## src/rtl/food_placer.sv

```systemverilog
// food_placer: picks a free playfield cell for the next food item.
// Random LFSR draws are tried first, and each in-range candidate is checked
// against the snake body through a valid/ready occupancy query. After
// MAX_TRIES failed attempts the block walks the grid row-major until it finds
// a free cell or proves that the grid is full.
module food_placer #(
  parameter int GRID_W    = 40,
  parameter int GRID_H    = 30,
  parameter int CW        = 6,
  parameter int MAX_TRIES = 64
) (
  input  logic          clk,
  input  logic          rst_n,
  input  logic          place_req,
  input  logic [9:0]    rnd_x,
  input  logic [9:0]    rnd_y,
  output logic          q_valid,
  input  logic          q_ready,
  output logic [CW-1:0] q_x,
  output logic [CW-1:0] q_y,
  input  logic          resp_valid,
  input  logic          resp_occupied,
  output logic [CW-1:0] food_x,
  output logic [CW-1:0] food_y,
  output logic          food_valid,
  output logic          busy,
  output logic          grid_full
);

  localparam logic [2:0] S_IDLE   = 3'd0;
  localparam logic [2:0] S_SAMPLE = 3'd1;
  localparam logic [2:0] S_QUERY  = 3'd2;
  localparam logic [2:0] S_WAIT   = 3'd3;
  localparam logic [2:0] S_SCAN   = 3'd4;
  localparam logic [2:0] S_SWAIT  = 3'd5;

  // One extra bit so a full CW-bit draw can be compared against the grid size.
  localparam logic [CW:0]   GW     = (CW+1)'(GRID_W);
  localparam logic [CW:0]   GH     = (CW+1)'(GRID_H);
  localparam logic [CW-1:0] LAST_X = CW'(GRID_W - 1);
  localparam logic [CW-1:0] LAST_Y = CW'(GRID_H - 1);
  localparam logic [7:0]    MAX_T  = 8'(MAX_TRIES);

  logic [2:0]    state;
  logic [7:0]    tries;
  logic [7:0]    tries_next;
  logic [CW-1:0] cx;
  logic [CW-1:0] cy;
  logic          in_range;
  logic          last_try;
  logic          last_x;
  logic          last_cell;
  logic          unused_rnd;

  // Only the low CW bits of each LFSR word form a candidate coordinate.
  assign cx         = rnd_x[CW-1:0];
  assign cy         = rnd_y[CW-1:0];
  assign unused_rnd = ^{rnd_x, rnd_y};
  assign in_range   = ({1'b0, cx} < GW) && ({1'b0, cy} < GH);

  // Range rejections and occupied answers share one attempt budget.
  assign tries_next = tries + 8'd1;
  assign last_try   = (tries_next == MAX_T);
  assign last_x     = (q_x == LAST_X);
  assign last_cell  = last_x && (q_y == LAST_Y);

  // Every state other than IDLE is part of a placement.
  assign busy = (state != S_IDLE);

  // Placement sequencer: random draws, occupancy handshake, scan fallback, commit.
  always_ff @(posedge clk or negedge rst_n) begin
    if (!rst_n) begin
      state      <= S_IDLE;
      tries      <= '0;
      q_valid    <= 1'b0;
      q_x        <= '0;
      q_y        <= '0;
      food_x     <= '0;
      food_y     <= '0;
      food_valid <= 1'b0;
      grid_full  <= 1'b0;
    end else begin
      case (state)
        S_IDLE: begin
          if (place_req) begin
            state      <= S_SAMPLE;
            food_valid <= 1'b0;
            grid_full  <= 1'b0;
            tries      <= '0;
          end
        end

        S_SAMPLE: begin
          if (in_range) begin
            q_x     <= cx;
            q_y     <= cy;
            q_valid <= 1'b1;
            state   <= S_QUERY;
          end else begin
            tries <= tries_next;
            if (last_try) begin
              q_x     <= '0;
              q_y     <= '0;
              q_valid <= 1'b1;
              state   <= S_SCAN;
            end
          end
        end

        S_QUERY: begin
          if (q_ready) begin
            q_valid <= 1'b0;
            state   <= S_WAIT;
          end
        end

        S_WAIT: begin
          if (resp_valid) begin
            if (!resp_occupied) begin
              food_x     <= q_x;
              food_y     <= q_y;
              food_valid <= 1'b1;
              state      <= S_IDLE;
            end else begin
              tries <= tries_next;
              if (last_try) begin
                q_x     <= '0;
                q_y     <= '0;
                q_valid <= 1'b1;
                state   <= S_SCAN;
              end else begin
                state <= S_SAMPLE;
              end
            end
          end
        end

        S_SCAN: begin
          if (q_ready) begin
            q_valid <= 1'b0;
            state   <= S_SWAIT;
          end
        end

        S_SWAIT: begin
          if (resp_valid) begin
            if (!resp_occupied) begin
              food_x     <= q_x;
              food_y     <= q_y;
              food_valid <= 1'b1;
              state      <= S_IDLE;
            end else if (last_cell) begin
              grid_full <= 1'b1;
              state     <= S_IDLE;
            end else begin
              if (last_x) begin
                q_x <= '0;
                q_y <= q_y + 1'b1;
              end else begin
                q_x <= q_x + 1'b1;
              end
              q_valid <= 1'b1;
              state   <= S_SCAN;
            end
          end
        end

        default: begin
          state   <= S_IDLE;
          q_valid <= 1'b0;
        end
      endcase
    end
  end

endmodule

```

## config.mk

```make
export PLATFORM = sky130hd
export DESIGN_NAME = food_placer
export DESIGN_NICKNAME = d
export VERILOG_FILES = /design/src/rtl/food_placer.sv
export SDC_FILE = /design/constraint.sdc
export NUM_CORES = 1
export LEC_CHECK = 0
export BUFFER_PORTS_ARGS = -buffer_cell sky130_fd_sc_hd__buf_2
export CORE_UTILIZATION = 39
export CTS_CLUSTER_DIAMETER = 120
export CTS_CLUSTER_SIZE = 12
export DETAILED_ROUTE_END_ITERATION = 6
export GPL_TIMING_DRIVEN = 0
export SLEW_MARGIN = 20
export SYNTH_ARGS = -nofsm -noshare
export SYNTH_HDL_FRONTEND = slang
export SYNTH_SLANG_ARGS = --single-unit
```

## constraint.sdc

```tcl
create_clock -name clk -period 2.1 [get_ports clk]
set_input_delay 0.42 -clock clk [delete_from_list [all_inputs] [get_ports clk]]
set_output_delay 0.42 -clock clk [all_outputs]
set_load 0.02 [all_outputs]
```

Yosys cells after proc, flatten, opt, wreduce, memory -nomap -nowiden
Index checks and enable logic that the tools add are counted.

Bits in registers: 38. Input port bits: 26. Output and inout port bits: 28. Logic and storage cells: 109.

Add/sub/neg operators: 3. $lt $le $gt $ge: 2. Equality and inequality tests: 23. Multiplexer cells: 52. Bitwise gates (word level): 2. Reduce and logical (&&, ||, !) cells: 18.

Operators with widths (number): 6-bit 2-to-1 mux (16); 6-bit one-hot mux with 3 select lines (2); 3-bit 2-to-1 mux (11); 8-bit 2-to-1 mux (4); 2-bit != test (second input constant) (12); 8-bit one-hot mux with 3 select lines (1); 3-bit one-hot mux with 6 select lines (1); 1-bit 2-to-1 mux (14); 7-bit AND reduction (2); 6-bit by 1-bit adder with 6-bit output (second input constant) (2); 6-bit AND reduction (2); 5-bit AND reduction (2); 3-bit nonzero test (3); 8-bit by 1-bit adder with 8-bit output (second input constant) (1); 8-bit by 7-bit == test with 1-bit output (second input constant) (1); 3-bit by 2-bit == test with 1-bit output (second input constant) (2); 3-bit == test (second input constant) (2); 6-bit by 5-bit == test with 1-bit output (second input constant) (1); 6-bit == test (second input constant) (1); 6-bit by 5-bit < comparator with 1-bit output (second input constant) (1); 6-bit < comparator (second input constant) (1); 1-bit one-hot mux with 5 select lines (1); 2-bit by 1-bit != test with 1-bit output (second input constant) (2); 1-bit one-hot mux with 2 select lines (2); other kinds (9) (13).

Logic depth before layout (Yosys ltp)
Gate-level depths: netlist of the first run.

Word-level depth: 6. Depth in mapped cells: 7. Depth with buffers taken out: 7.

Worst setup path before layout of the first run
OpenSTA, ideal clock, no wires.

Path type: reg-to-reg. Start: register q_x[0]. End: register q_x[2]. Setup time: 126 ps. Arrival: 1801 ps. Required time: 1974 ps. Setup slack: 173 ps. Stages on the path, launching flop included: 7. Path buffers: 0. Period minus slack after synthesis: 1927 ps. Cell sequence: dfrtp_1 > ha_1 > and4bb_2 > nand4_4 > a31oi_4 > o21ai_1 > a221o_1.

Longest elaborated chain between the ends: 6. Elaborated cells between the ends (all ways): 10. Classes of those cells: 1 x add/sub; 2 x eq/ne; 5 x mux; 2 x reduce/logical.

RTL lines: start: declaration (line 19) `output logic [CW-1:0] q_x,`; start signal: assignment (line 160) `q_x <= q_x + 1'b1;`; 6-bit by 1-bit adder with 6-bit output / 6-bit == test (equally long branches) (line 160, 64); 6-bit 2-to-1 mux (line 156) `if (last_x) begin`; 6-bit 2-to-1 mux (line 152) `end else if (last_cell) begin`; 6-bit 2-to-1 mux (line 147) `if (!resp_occupied) begin`; 6-bit 2-to-1 mux (line 146) `if (resp_valid) begin`; 6-bit one-hot mux with 3 select lines (line 83) `case (state)`.

Several ways; a longest one is shown, not always the timed one. The select of a mux whose other input is x is not followed. A chain may end at the register's enable or synchronous reset.

Final worst setup path of the first run
Start: register q_x[0]. End: register q_valid.

Longest elaborated chain between the ends: 4.

RTL lines: 6-bit == test (line 64) `assign last_x = (q_x == LAST_X);`; 1-bit logical AND (line 65) `assign last_cell = last_x && (q_y == LAST_Y);`; 2-bit != test (no source line); 7-bit AND reduction (no source line); end signal: assignment (line 75) `q_valid <= 1'b0;`; end signal: assignment (line 97) `q_valid <= 1'b1;`; end signal: assignment (line 104) `q_valid <= 1'b1;`; end: declaration (line 17) `output logic q_valid,`.

No other way between the ends.

==> metrics.md, run 1 <==
| Metric | Value |
|---|---|
| Die ar. | approximately 6000 sq um |
| Final ANT Viol Nets | 0 |
| Cts bufs inserted | 5 |
| CP startpoint kind | flip-flop |
| EDFF count, synth | 0 |
| Cell Area, Placed | 2530 sq um |
| CP max FO | 9 |
| GPL Wtd Cong | around 0.85 |
| Pleak | roughly 1.2 nW |
| Syn Area/Cell | between 10 and 15 sq um |
| CP arrival | 2.19 ns |
| Placeable Area | roughly 5500 sq um |
| Root buffer cell | clkbuf_8 |
| Tcrit/Tclk final | 0.958 |
| Post-route setup slack | about 0.089 ns |
| # rows | 27 |
| Clock transition at path regs | ~0.080 ns |
| Number of vias per cell | ~5.6 |
| Share of Yosys cell area claimed by the top area cell type | 0.430 |
| Dominant cell type by area after synthesis | dfrtp_1 |
| Initial core utilization | 0.404 |
| Area grow syn2layout | 17.8% |
| Routed WL per cell | around 15 um |
| Share of synthesized registers carrying an async set or reset | 1.00 |
| WP data required | 2.28 ns |
| Final instance area | 2610 sq um |
| Bufs on Longest Clock Path | 2 |
| GRT Total Usage | 0.182 |
| Layout fillers | around 550 |
| DRC Markers | 0 |
| CP Capture Type | flip-flop |
| Synth unique cells | 54 |
| Initial DRC count | about 140 |
| Post-Synthesis Cells | between 200 and 250 |
| Count leader, synth | dfrtp_1 |
| Hold Slack | 0.241 ns |
| CTS H-tree depth | 2 |
| Fin nets | about 300 |
| Endpoints failing setup | 0 |
| Critical path startpoint | q_x[0] |
| Grt total ovfl | 0 |
| Rel. slew slack | 0.427 |
| Antenna cells | 0 |
| Buffer count from post-CTS setup fixing | 0 |
| Final WL | ~5.1 mm |
| Final Non-Filler Cells | between 300 and 400 |
| Worst-skew pair later-pin latency | 0.29 ns |
| Post-synthesis cell area | roughly 2200 sq um |
| Post-synth top flop | dfrtp_1 |
| Placed cell count | roughly 340 |
| Final min period | about 2.0 ns |
| Path type of the worst min-delay path | primary input to asynchronous set/reset pin |
| First-pass GRT wire length | 8.63 mm |
| CTS tree | built |
| R2R depth | 6 |
| # clock sinks | 38 |
| Worst slack at placement | -0.00905 ns |
| Initial antenna violation count | 0 |
| Max VDD drop | about 500 uV |
| I/O pin total | 54 |
| Crit path kind | flip-flop to flip-flop |
| Largest cells by area after synthesis | dfrtp_1, mux2_2, nand2_1 |
| Sequential share of the synthesized area | 0.430 |
| Synth cell count leaders | dfrtp_1, nand2_1, a21oi_1, nor2_1 |
| Power Dens Cells | 1540 nW/um^2 |
| Ys Warns | 0 |
| I/O Buffers | 45 |
| Worst r2r src | q_x[0] |
| Multi-input gate area | between 1000 and 1500 sq um |
| Post-CTS Hold Buffers | 0 |
| Number of global-route vias before repair | around 1,800 |
| Worst Clk Skew | 0.0104 ns |
| Max Clock Freq | ~500 MHz |
| Final hold violation count | 0 |
| Overall power | 4.00 mW |
| Maxcap violations | 0 |
| Worst Max-Slew Pin Slew | about 0.86 ns |
| Outcome | complete, no violations |
| RSZ-0062 raised after global routing | no |
| Post-Syn Nets | between 200 and 300 |
| Sequential cell area | 951 sq um |
| Dpl hpwl | roughly 3.7 mm |
| Drt pass-1 iters | 4 |
| Fraction of layout cells with a size suffix above 1 | 0.283 |
| Pin count of the biggest net entering global routing | 39 |
| Synthesis-stage register bit count | 38 |
| Die Y | roughly 77 um |
| Chip Width | 77.3 um |
| Final slew viol count | 0 |
| Vias | a little under 2,000 |
-- metal layers --
layer	GRT usage	routed length, um	vias to the layer above
li1	-	-	936
met3	0.0412	190	8
met1	0.250	2530	941
met2	0.286	2350	40
met4	0.0547	61	0
met5	0	0	-
-- cell usage in the layout (no fill, tap or decap), types with 3 or more instances in the layout --
master | Yosys | final
buf_2 | 4 | 49
o21ai_0 | 7 | 7
clkbuf_8 | 0 | 5
a21oi_1 | 13 | 13
ha_1 | 4 | 4
nand2_1 | 22 | 22
xnor2_1 | 5 | 5
nand3_1 | 11 | 11
and3_1 | 4 | 4
a22oi_1 | 4 | 4
o2bb2ai_1 | 9 | 9
nor2_1 | 13 | 13
a32oi_1 | 4 | 4
a31oi_1 | 9 | 9
inv_1 | 10 | 10
a41oi_1 | 4 | 4
mux2i_1 | 3 | 3
nor3_1 | 3 | 3
dfrtp_1 | 38 | 38
mux2_2 | 11 | 11
-- layout make-up --
cell class                      count  area share
Buffer                              8      0.0163
Clock inverter                      2     0.00384
Tap cell                           72      0.0345
Sequential cell                    38       0.365
Timing Repair Buffer               45      0.0864
Multi-Input combinational cell    164       0.453
Clock buffer                        5      0.0264
Inverter                           10      0.0144
-- timing repair --
item                                    in CTS  in global routing
endpoints found under the setup margin       0                  2
hold endpoints to repair                     0                  0
gates resized for setup                      0                  0
-- sequential cells by signal (all words and copies together) (netlist names) --
register / cells
tries: 8
food_x: 6
food_y: 6
q_x: 6
q_y: 6
state: 3
food_valid: 1
grid_full: 1
q_valid: 1
-- power by group --
group / switching (mW) / internal [mW] / total [mW]
sequential: 0.299 / 1.03 / 1.33
combinational: 1.32 / 0.878 / 2.19
clock: 0.257 / 0.223 / 0.480
total: 1.87 / 2.13 / 4.00
-- worst paths after layout --
path	endpoint	slack [ns]
max	q_valid	0.09
max in group asynchronous	food_y[4]	1.31
min in group clk	q_y[0]	0.39
min	tries[2]	0.24
min reg2reg	q_valid	0.47
max reg2reg	q_valid	0.09
-- stage by stage --
step                      setup TNS (ns)   util
final                                  0  0.476
after global routing                   0  0.476
after CTS                              0  0.476
after detailed placement        -0.00905  0.462
after global placement          -0.00738  0.462
after floorplan                        0      -
-- worst max-delay path: stages (launching register included) --
cell	delay (ns)
dfrtp_1	0.44
ha_1	0.24
and4bb_2	0.32
nand4_4	0.15
a31oi_4	0.31
nand2b_4	0.24
a21bo_1	0.20
-- kinds of logic after synthesis --
logic type,share of synthesized area
AOI/OAI and AO/OA,0.241
xor gates and xnor gates,0.0237
adders and majority gates,0.0271
buffers and inverters,0.0362
DFF,0.430
muxes,0.0746
and+or+nand+nor,0.167
Note: power is estimated with default switching activity, not from simulation.
==> run 2, diff against run 1 <==
- CORE_UTILIZATION: 39 -> 25
==> run 2 against run 1 <==
Net effect:
- die area grew 54%
- sequential cell count did not move
- clock skew down 0.0021 ns
- core utilization decreased by 16 points
- fmax grew 4.1%
- register-to-register slack better by 0.09 ns
- power is 3.0% higher
- sequential power barely moved
- clock-buffer cell count is 2 higher
- via count increased by 2.6%
- first-iteration DRC count fell by 13%
- sequential share of layout area fell by 1.0 points
==> metrics.md, run 2 (synthesis results as in run 1) <==
| Metric | Value |
|---|---|
| Max stage delay on crit path | 0.40 ns (was 0.44 ns) |
| Initial DRC count | 122 (was 141) |
| Layout fillers | 884 (was 552) |
| Final instance area | 2680 sq um (was 2610 sq um) |
| # clock sinks | 38 (unchanged) |
| I/O pin total | 54 (unchanged) |
| Top cell family by delay on the critical path | buffers and inverters (was simple AND/OR/NAND/NOR gates) |
| Outcome | complete, no violations (unchanged) |
| Root buffer cell | clkbuf_8 (unchanged) |
| Worst Max-Slew Pin Slew | 0.868 ns (was 0.859 ns) |
| Grt total ovfl | 0 (unchanged) |
| Antenna cells | 0 (unchanged) |
| WP data required | 1.68 ns (was 2.28 ns) |
| Fin util | 0.320 (was 0.476) |
| Cell Area, Placed | 2570 sq um (was 2530 sq um) |
| Hold Slack | 0.238 ns (was 0.241 ns) |
| Final slew viol count | 0 (unchanged) |
| First-pass GRT wire length | 9.18 mm (was 8.63 mm) |
| Pleak | 1.20 nW (was 1.18 nW) |
| CP arrival | 1.51 ns (was 2.19 ns) |
| # rows | 33 (was 27) |
| Vias | 1,976 (was 1,925) |
| Pin count of the biggest net entering global routing | 39 (unchanged) |
| CTS H-tree depth | 2 (unchanged) |
| Chip Width | 96.1 um (was 77.3 um) |
| Area grow syn2layout | 21.1% (was 17.8%) |
| Bufs on Longest Clock Path | 2 (unchanged) |
| Post-CTS Hold Buffers | 0 (unchanged) |
| Path type of the worst min-delay path | primary input to asynchronous set/reset pin (unchanged) |
| Max Clock Freq | 518 MHz (was 497 MHz) |
| Placeable Area | 8380 sq um (was 5470 sq um) |
| Worst-skew pair later-pin latency | 0.29 ns (about the same) |
| I/O Buffers | 45 (unchanged) |
| Initial core utilization | 0.264 (was 0.404) |
| Most common cell after layout, fill and taps aside | buf_2 (unchanged) |
| DRC Markers | 0 (unchanged) |
| Number of global-route vias before repair | 1,913 (was 1,822) |
| Worst slack at placement | -0.0183 ns (was -0.00905 ns) |
| Fraction of layout cells with a size suffix above 1 | 0.291 (was 0.283) |
| Die ar. | 9230 sq um (was 5980 sq um) |
| Max VDD drop | 466 uV (was 504 uV) |
| CTS tree | built (unchanged) |
| Dpl hpwl | 4.07 mm (was 3.72 mm) |
| Tcrit/Tclk final | 0.920 (was 0.958) |
| Fin nets | 304 (was 302) |
| Final min period | 1.93 ns (was 2.01 ns) |
| CP Capture Type | output port (was flip-flop) |
| Max reg flops | 8 (unchanged) |
| Largest Register | tries (unchanged) |
| Crit path kind | flip-flop to output port (was flip-flop to flip-flop) |
| R2R setup slack | 0.18 ns (was 0.09 ns) |
| Maxcap violations | 0 (unchanged) |
| Final ANT Viol Nets | 0 (unchanged) |
| Worst Clk Skew | 0.00833 ns (was 0.0104 ns) |
| Number of vias per cell | 5.20 (was 5.60) |
| Routed WL per cell | 14.7 um (was 14.9 um) |
| CP max-delay cell | clkbuf_1 (was dfrtp_1) |
| CP startpoint kind | flip-flop (unchanged) |
| RSZ-0062 raised after global routing | no (unchanged) |
| Final WL | 5.58 mm (was 5.13 mm) |
| Critical-path cell list | buf_4, clkbuf_1, nor3_2, inv_1, buf_2 (was ha_1, and4bb_2, nand4_4, a31oi_4, nand2b_4, a21bo_1) |
| Initial antenna violation count | 0 (unchanged) |
| Cts bufs inserted | 5 (unchanged) |
| Die Y | 96.1 um (was 77.3 um) |
| Drt pass-1 iters | 4 (unchanged) |
| GPL Wtd Cong | 0.833 (was 0.849) |
| Most frequent cells in the layout | buf_2, dfrtp_1, nand2_1, nor2_1, a21oi_1 (unchanged) |
| Power Dens Cells | 1540 nW/um^2 (about the same) |
| Worst path bufs/invs | 4 (was 0) |
| Endpoints failing setup | 0 (unchanged) |
| Clock transition at path regs | 0.08 ns (about the same) |
| Post-route setup slack | 0.169 ns (was 0.0888 ns) |
| GRT Total Usage | 0.129 (was 0.182) |
| Rel. slew slack | 0.421 (was 0.427) |
| CP max FO | 10 (was 9) |
| Final hold violation count | 0 (unchanged) |
run 2: through the flow:
stage	setup TNS, ns	cells	total power [mW]
floorplan	0	220	2.93
global placement	-0.0193	370	3.53
detailed placement	-0.0183	370	3.57
CTS	0	378	4.11
global route	0	380	4.47
finish	0	380	4.12
run 2: metal layers:
metal  vias up  track usage  wire [um]
li1        947            -          -
met1       974        0.167       2620
met2        49        0.212       2670
met3         6       0.0300        244
met4         0       0.0398         38
met5         -            0          0
run 2: worst paths after layout:
check / from / to / cells past startpoint
setup / recovery: state[0] / busy / 5
hold / removal: rst_n / food_x[4] / 1
setup reg to reg: q_x[0] / q_x[2] / 6
hold reg to reg: q_valid / q_valid / 1
max in group asynchronous: rst_n / food_y[3] / 1
min in group clk: rnd_x[1] / q_x[1] / 3
run 2: worst register-to-register path, stage by stage (launching register included):
cell      delay (ns)
dfrtp_1         0.44
ha_1            0.26
and4bb_2        0.29
nand4_4         0.13
a31oi_4         0.12
nand2b_4        0.20
a221o_1         0.36
run 2: final cells by class:
| class | count | area, sq um | share of cell area |
|---|---|---|---|
| Tap cell | 105 | 131 | 0.0490 |
| Buffer | 8 | 42.5 | 0.0159 |
| Inverter | 10 | 37.5 | 0.0140 |
| Clock buffer | 7 | 86.3 | 0.0322 |
| Clock inverter | 1 | 5.00 | 0.00187 |
| Timing Repair Buffer | 47 | 240 | 0.0896 |
| Multi-Input combinational cell | 164 | 1190 | 0.443 |
| Sequential cell | 38 | 951 | 0.355 |
run 2: power breakdown:
group / internal, mW / switching, mW / total (mW)
clock: 0.265 / 0.259 / 0.524
combinational: 0.913 / 1.35 / 2.27
sequential: 1.03 / 0.300 / 1.33
run 2: repair_timing:
item / CTS / global route
endpoints found under the setup margin: 0 / 3
gates resized for setup: 0 / 1
buffers inserted: 0 / 2
==> run 3, diff against run 2 <==
- ABC_AREA: default -> 1
- clock period: 2.1 -> 2.2 ns (I/O delays scaled with it)
==> run 3 against run 2 <==
Net effect:
- the flow now finishes with violations (design-rule violations)
- sequential share of layout area shrank 1.2 points
- die area increased by 4.2%
- final cell count up 25%
- largest cell class unchanged
- highest routed layer unchanged
==> metrics.md, run 3 <==
| Metric | Value |
|---|---|
| Placed cell count | 466 (was 370) |
| Xor/xnor share of the synthesized area | 0.0114 (was 0.0237) |
| Worst r2r src | q_x[0] (unchanged) |
| Syn Area/Cell | 7.38 sq um (was 10.1 sq um) |
| Number of global-route vias before repair | 2,073 (was 1,913) |
| Post-synthesis mux area share | 0.00650 (was 0.0746) |
| Max Clock Freq | between 500 and 600 MHz |
| Max VDD drop | 374 uV (was 466 uV) |
| Most common cell after layout, fill and taps aside | nand2_1 (was buf_2) |
| Share of Yosys cell area claimed by the top area cell type | 0.412 (was 0.430) |
| Vias | 2,144 (was 1,976) |
| Largest Register | tries (unchanged) |
| Path type of the worst min-delay path | primary input to asynchronous set/reset pin (unchanged) |
| Sequential share of the synthesized area | 0.412 (was 0.430) |
| Initial core utilization | 0.261 (was 0.264) |
| Maxcap violations | 0 (unchanged) |
| Dominant cell type by area after synthesis | dfrtp_1 (unchanged) |
| Number of vias per cell | 4.52 (was 5.20) |
| Post-synthesis simple-gate area fraction | 0.343 (was 0.167) |
| Max stage delay on crit path | 0.43 ns (was 0.40 ns) |
| I/O Buffers | 45 (unchanged) |
| Post-Synthesis Cells | 313 (was 220) |
| Worst-skew pair later-pin latency | 0.29 ns (about the same) |
| Synth unique cells | 30 (was 54) |
| Post-CTS Hold Buffers | 0 (unchanged) |
| Final ANT Viol Nets | 0 (unchanged) |
| CP arrival | 2.01 ns (was 1.51 ns) |
| Antenna cells | 0 (unchanged) |
| Worst Clk Skew | 0.00635 ns (was 0.00833 ns) |
| GRT Total Usage | 0.125 (was 0.129) |
| # clock sinks | 38 (unchanged) |
| Synth Area in Adders | 0.0217 (was 0.0271) |
| Count leader, synth | nand2_1 (was dfrtp_1) |
| Die Y | 98.1 um (was 96.1 um) |
| Final slew viol count | 0 (unchanged) |
| Routed WL per cell | 11.9 um (was 14.7 um) |
| Fraction of the mapped netlist area in compound gates | 0.128 (was 0.241) |
| Max reg flops | 8 (unchanged) |
| GPL Wtd Cong | 0.866 (was 0.833) |
| Final Non-Filler Cells | 474 (was 380) |
| Chip Width | 98.1 um (was 96.1 um) |
| I/O pin total | 54 (unchanged) |
| Ys Warns | 0 (unchanged) |
| Clock transition at path regs | 0.08 ns (about the same) |
| CP Capture Type | flip-flop (was output port) |
| Endpoints failing setup | 0 (unchanged) |
| Die ar. | 9620 sq um (was 9230 sq um) |
| CP max FO | 9 (was 10) |
| First-pass GRT wire length | 9.49 mm (was 9.18 mm) |
| DRC Markers | 6 (was 0) |
| Cts bufs inserted | 5 (unchanged) |
| Fraction of layout cells with a size suffix above 1 | 0.243 (was 0.291) |
| CP startpoint kind | flip-flop (unchanged) |
| Failing checks | design-rule violations |
| Bufs on Longest Clock Path | 2 (unchanged) |
| Buffer count from post-CTS setup fixing | 0 (unchanged) |
| Critical-path cell list | ha_1, nand2_1, nor2_1, nand3_1, nand3_4, inv_2, nand3_2, nand2_1, nand2_1 (was buf_4, clkbuf_1, nor3_2, inv_1, buf_2) |
| Initial DRC count | 106 (was 122) |
| Post-route setup slack | 0.378 ns (was 0.169 ns) |
| Setup TNS | 0 ns (unchanged) |
| Crit path top cell by count | nand2_1 |
| CP max-delay cell | dfrtp_1 (was clkbuf_1) |
| Tcrit/Tclk final | 0.828 |
| Final min period | approximately 1.8 ns |
| R2R depth | 9 (was 6) |
| Area grow syn2layout | 20.2% (was 21.1%) |
| Most frequent cells in the layout | nand2_1, buf_2, dfrtp_1, inv_1, o21ai_1 (was buf_2, dfrtp_1, nand2_1, nor2_1, a21oi_1) |
| Dpl hpwl | 4.37 mm (was 4.07 mm) |
| Initial antenna violation count | 0 (unchanged) |
| Outcome | finished, violations left (was complete, no violations) |
| Grt total ovfl | 0 (unchanged) |
| R2R setup slack | 0.38 ns (was 0.18 ns) |
| Worst slack at placement | 0.273 ns (was -0.0183 ns) |
| Post-synth top flop | dfrtp_1 (unchanged) |
| RSZ-0062 raised after global routing | no (unchanged) |
| Placeable Area | 8850 sq um (was 8380 sq um) |
| Final hold violation count | 0 (unchanged) |
| Root buffer cell | clkbuf_8 (unchanged) |
| R2r endpoint | q_y[1] (was q_x[2]) |
| WP data required | 2.38 ns (was 1.68 ns) |
| Pin count of the biggest net entering global routing | 39 (unchanged) |
| Worst Max-Slew Pin Slew | 0.848 ns (was 0.868 ns) |
| CTS H-tree depth | 2 (unchanged) |
| Synth cell count leaders | nand2_1, dfrtp_1, inv_1, o21ai_1, nand3_1 (was dfrtp_1, nand2_1, a21oi_1, nor2_1) |
| Share of synthesized registers carrying an async set or reset | 1.00 (unchanged) |
| EDFF count, synth | 0 (unchanged) |
| Largest cells by area after synthesis | dfrtp_1, nand2_1, o21ai_1 (was dfrtp_1, mux2_2, nand2_1) |
| CTS-repair resized insts | 0 (unchanged) |
| Fin nets | 395 (was 304) |
| Final WL | 5.63 mm (was 5.58 mm) |
| CTS tree | built (unchanged) |
| Crit path kind | flip-flop to flip-flop (was flip-flop to output port) |
| Rel. slew slack | 0.434 (was 0.421) |
| Power Dens Cells | 1380 nW/um^2 (was 1540 nW/um^2) |
| Post-Syn Nets | 343 (was 250) |
| Drt pass-1 iters | 7 (was 4) |
| # rows | 34 (was 33) |
| Post-synthesis cell area | 2310 sq um (was 2210 sq um) |
| Pleak | 1.45 nW (was 1.20 nW) |
| Largest family of logic cells by synthesized area | simple AND/OR/NAND/NOR gates (was compound AO/OA/AOI/OAI gates) |
| Synthesis-stage register bit count | 38 (unchanged) |
run 3: changes by cell type in the layout (fill, tap and decap cells not counted), moves of 9 or more:
cell,change
a31oi_1,-9
inv_2,+9
o2bb2ai_1,-9
o21ai_1,+25
nand3_1,+13
nand2_1,+86
inv_1,+22
mux2_2,-11
run 3: cell families (layout without fill, tap and decap cells):
group           Yosys count  after routing
compound gates           49             49
mux                       1              1
fa+ha+maj                 4              4
flops                    38             38
simple gates            172            172
buf+inv                  46             99
xor+xnor                  3              3
run 3: worst max-delay path, delay by kind of cell (launching register included):
kind / cells / cell delay [ns]
fa+ha+maj: 1 / 0.23
buf+inv: 1 / 0.18
flops: 1 / 0.43
simple gates: 7 / 0.88
run 3: worst max path at each step:
stage,start,endpoint,slack (ns)
floorplan,q_y[1],q_y[0],0.56
global placement,rnd_x[4],q_x[4],0.30
detailed placement,rnd_x[4],q_x[5],0.27
CTS,tries[1],q_y[1],0.37
global route,tries[1],q_y[4],0.18
finish,q_x[0],q_y[1],0.38
run 3: metal layers:
metal  track usage  vias up  wire [um]
met5             0        -          0
li1              -     1107          -
met2         0.218       52       2830
met4        0.0490        0         78
met3        0.0286        8        223
met1         0.147      977       2500
run 3: layout make-up:
| class | instances | area [sq um] |
|---|---|---|
| multi-input cells | 229 | 1180 |
| clock inverters | 1 | 30.0 |
| flip-flops and latches | 38 | 951 |
| clock buffers | 7 | 76.3 |
| inverters | 42 | 160 |
| fillers | 951 | 6070 |
| plain buffers | 4 | 18.8 |
| well taps | 108 | 135 |
| repair buffers | 45 | 225 |
run 3: where the power goes:
group          switching (mW)  internal [mW]  total, mW  leakage (nW)
Sequential              0.248          0.966       1.21         0.496
Clock                   0.241          0.339      0.580        0.0524
Combinational            1.37          0.660       2.03         0.903
run 3: through the flow:
step / util / hold slack (ns) / total power [mW] / instance area, sq um
4_1_cts: 0.314 / 0.285 / 3.87 / 2780
6_report: 0.314 / 0.263 / 3.82 / 2780
3_3_place_gp: 0.302 / 0.463 / 3.23 / 2670
5_1_grt: 0.314 / 0.323 / 4.15 / 2780
3_5_place_dp: 0.302 / 0.466 / 3.26 / 2670
2_1_floorplan: - / 0.144 / 2.67 / 2310
